`src/rtl/slow_clk_pwm.sv`:
```
// slow_clk_pwm: synchronises a divided clock into one-cycle ticks that step a PWM whose duty
// is taken from a handshaked shadow register and applied only at period boundaries.
module slow_clk_pwm #(
  parameter int W = 8,
  parameter int PERIOD = 10,
  parameter logic [W-1:0] DUTY_RST = '0
) (
  input  logic         clk_in,
  input  logic         rst,
  input  logic         slow_clk,
  input  logic [W-1:0] duty_in,
  input  logic         duty_valid,
  output logic         duty_ready,
  output logic         tick,
  output logic         period_start,
  output logic         pwm_out
);
  localparam logic [W-1:0] LAST = W'(PERIOD - 1);
  logic sync1, sync2, prev, pending, wrap, take;
  logic [W-1:0] cnt, duty_act, shadow;
  assign wrap = tick && cnt == LAST;
  assign take = duty_valid && !pending;
  assign duty_ready = !pending;
  always_ff @(posedge clk_in or posedge rst)
    if (rst) begin
      sync1 <= 1'b0;
      sync2 <= 1'b0;
      prev <= 1'b0;
      tick <= 1'b0;
      period_start <= 1'b0;
      pwm_out <= 1'b0;
      cnt <= '0;
      duty_act <= DUTY_RST;
      shadow <= '0;
      pending <= 1'b0;
    end else begin
      sync1 <= slow_clk;
      sync2 <= sync1;
      prev <= sync2;
      tick <= sync2 & ~prev;
      period_start <= wrap;
      pwm_out <= cnt < duty_act;
      if (tick) cnt <= wrap ? '0 : cnt + 1'b1;
      if (wrap && pending) duty_act <= shadow;
      if (take) shadow <= duty_in;
      // take only fires while empty, so it never collides with a consuming wrap
      pending <= take | (pending & ~wrap);
    end
endmodule
```
`config.mk`:
```
export PLATFORM = sky130hd
export DESIGN_NAME = slow_clk_pwm
export DESIGN_NICKNAME = d
export VERILOG_FILES = /design/src/rtl/slow_clk_pwm.sv
export SDC_FILE = /design/constraint.sdc
export NUM_CORES = 1
export LEC_CHECK = 0
export ABC_CLOCK_PERIOD_IN_PS = 2100
export CAP_MARGIN = 20
export CELL_PAD_IN_SITES_DETAIL_PLACEMENT = 1
export CELL_PAD_IN_SITES_GLOBAL_PLACEMENT = 2
export CORE_UTILIZATION = 37
export DETAILED_ROUTE_END_ITERATION = 7
export HOLD_SLACK_MARGIN = 0.1
export PLACE_DENSITY_LB_ADDON = 0.12
export SETUP_SLACK_MARGIN = 0.4
export SLEW_MARGIN = 20
export SYNTH_ARGS = -nofsm -noshare
export SYNTH_HDL_FRONTEND = slang
export SYNTH_SLANG_ARGS = --single-unit
```
`constraint.sdc`:
```
create_clock -name clk_in -period 2.1 [get_ports clk_in]
set_clock_uncertainty 0.2 [all_clocks]
set_input_delay 0.42 -clock clk_in [delete_from_list [all_inputs] [get_ports clk_in]]
set_output_delay 0.42 -clock clk_in [all_outputs]
set_load 0.1 [all_outputs]
```
==> impl_metrics.csv <==
group,metric,value,unit
run_status,status,"complete, no violations",
sta,hold_viol,0,
sta,fin_setup_tns,0,ps
routing,wl_per_cell,13.5,µm
clock_network,cts_root_buffer,"clkbuf_8",
global_routing,antenna_found_initial,0,
logic_synthesis,synthSimpleGateAreaFrac,8.75,%
clock_network,numCtsBuffers,5,
logic_synthesis,ys.flop_type,"dfrtp_1",
final_layout,final_cells,182,
floorplan,rows,21,
clock_network,clock_path_buffers,2,
logic_synthesis,synth_compound_area_share,6.23,%
clock_network,cts_max_level,2,
job,drv_cap,0,
routing,totalWireLength,2450,µm
logic_synthesis,syn_area,1390,µm²
logic_synthesis,yosysWarningCount,0,
floorplan,die_area,4000,µm²
logic_synthesis,synth_seq_cells,31,
critical_path,path_class,"reg -> reg",
placement,gp_congestion,0.784,
logic_synthesis,synth_top_family_by_area,"multiplexers",
critical_path,cp-start-kind,"register",
final_layout,synthToLayoutAreaGrowth,28.2,%
power_and_ir_drop,leakagePower,0.839,nW
global_routing,grt_max_degree,32,
placement,port_buffers,15,
logic_synthesis,synth.avg_cell_area,12.8,µm²
critical_path,cp.required,2060,ps
floorplan,io_pins,16,
logic_synthesis,synthCells,108,
routing,post-route-drc-count,0,
min_path,hp-class,"reg -> reg",
logic_synthesis,synth_edf_count,0,
final_layout,nFillCells,380,
power_and_ir_drop,p_per_area,1240,nW/µm²
logic_synthesis,synth.net_count,129,
sta,post-route-period-util,85.8,%
floorplan,start_util,40.0,%
sta,finalSetupViolations,0,
floorplan,dieWidth,63.2,µm
routing,drt_iter0_drc,65,
sta,final_max_slew_viol_count,0,
floorplan,core,3470,µm²
clock_network,clk_latency,280,ps
final_layout,fin_nets,156,
power_and_ir_drop,ir_drop,0.000551,V
final_layout,n_antenna_cell,0,
sta,hold_slack,154,ps
logic_synthesis,ys_async_sr_fraction,100,%
global_routing,grtUsageTotal,15.6,%
global_routing,grt_pass1_vias,1023,
power_and_ir_drop,power,0.00220,W
floorplan,die_y,63.2,µm
placement,placed_area,1640,µm²
logic_synthesis,synthAdderAreaFrac,8.12,%
routing,ant_nets,0,
critical_path,crit_fanout,9,
logic_synthesis,yosysSeqAreaShare,56.0,%
clock_network,clk_pin_slew,60,ps
critical_path,end_kind,"register",
logic_synthesis,ys_types,29,
global_routing,overflow,0,
final_layout,fin_area,1780,µm²
placement,dp_hpwl,1810,µm
sta,fmax,0.555,GHz
routing,route.vias.total,869,
routing,dr.pass1.iters,2,
sta,max_slew_margin,73.5,%
final_layout,layout-drive-gt1-share,28.7,%
logic_synthesis,synth_xor_area_share,3.16,%
critical_path,arrival,1760,ps
routing,viasPerCell,4.77,
global_routing,grt_pass1_wl,4690,µm
placement,place_inst,169,
sta,rsz0062_at_grt,"yes",
sta,fin_crit,1800,ps
sta,max_slew.worst_pin.slew,397,ps
logic_synthesis,synthMuxAreaShare,13.7,%
clock_network,cts_tree,"done",
clock_network,cts_sinks,31,
## critical path: stages (launching register included)
cell and delay (ps):
dfrtp_1 380, or4_4 570, nor2_4 140, nand2_4 110
mux2_2 290
## repair_timing
item,in CTS,in global routing
pin swaps,1,2
buffers inserted,4,1
setup endpoints to repair,10,11
resized for setup,0,1
hold buffers,0,0
hold endpoints to repair,0,0
gates cloned,0,0
## where the power goes
part / leakage (nW) / switching [W] / total [W] / internal (W)
combinational: 0.407 / 0.000344 / 0.000725 / 0.000381
sequential: 0.381 / 0.000154 / 0.000966 / 0.000812
clock: 0.0515 / 0.000214 / 0.000512 / 0.000299
total: 0.839 / 0.000712 / 0.00220 / 0.00149
## routing by layer
layer  track usage, %  vias to the layer above  routed length (µm)
met4             7.67                        0                  37
met5                0                        -                   0
met2             26.5                       13                1290
li1                 -                      421                   -
met1             17.9                      431                1040
met3             4.35                        4                  80
## layout make-up
type	count	area, µm²	share of cell area (%)
Inverter	11	41.3	2.32
Tap cell	46	57.6	3.24
Timing Repair Buffer	22	243	13.7
Sequential cell	31	781	43.9
Clock buffer	8	100	5.63
Multi-Input combinational cell	64	554	31.2
## worst paths after layout
kind                       slack (ps)                       to               start  depth (start not counted)
max                               300  duty_act[1]$_DFFE_PP0P_  cnt[4]$_DFFE_PP0P_                          4
min                               150          sync2$_DFF_PP0_     sync1$_DFF_PP0_                          0
max reg2reg                       300  duty_act[1]$_DFFE_PP0P_  cnt[4]$_DFFE_PP0P_                          4
min reg2reg                       150          sync2$_DFF_PP0_     sync1$_DFF_PP0_                          0
max in group asynchronous        1070           tick$_DFF_PP0_                 rst                          3
min in group asynchronous         320          sync1$_DFF_PP0_                 rst                          3
## metrics by stage
step / worst slack, ps / utilization [%]
global placement: 235 / 47.2
CTS: 270 / 51.0
global route: 215 / 51.2
finish: 299 / 51.2
detailed placement: 210 / 47.2
floorplan: 303 / -
## synth_stat cells, types with 2 or more instances
cell	n	share of area [%]
dfrtp_1	31	56
mux2_2	16	13
inv_1	11	3.0
ha_1	9	8.1
nor2_1	4	1.1
o21ai_0	4	1.4
xor2_1	4	2.5
nand2_1	3	0.81
nand3_1	3	1.1
a21o_1	2	1.1
nand2b_1	2	0.90
nor2b_1	2	0.90
## sequential cells by signal, summed over array words and instances (netlist names)
register and count:
cnt 8, duty_act 8, shadow 8, pending 1, period_start 1, prev 1
pwm_out 1, sync1 1, sync2 1, tick 1
## kinds of logic after synthesis
logic type | Yosys count
DFF | 31
and+or+nand+nor | 20
muxes | 17
AOI/OAI and AO/OA | 13
buffers and inverters | 13
adders and majority gates | 9
xor gates and xnor gates | 5
## layout by cell type (no fill, tap or decap), types with 2 or more instances in the layout
| cell | instances |
|---|---|
| o21ai_0 | 4 |
| nor2b_1 | 2 |
| nand2b_1 | 2 |
| dfrtp_1 | 29 |
| clkbuf_8 | 7 |
| nand2_1 | 3 |
| nor2_1 | 4 |
| a21o_1 | 2 |
| ha_1 | 9 |
| inv_1 | 11 |
| buf_12 | 4 |
| xor2_1 | 4 |
| mux2_2 | 16 |
| buf_4 | 7 |
| nand3_1 | 3 |
| clkdlybuf4s50_1 | 11 |
(Power assumes the default switching activity.)
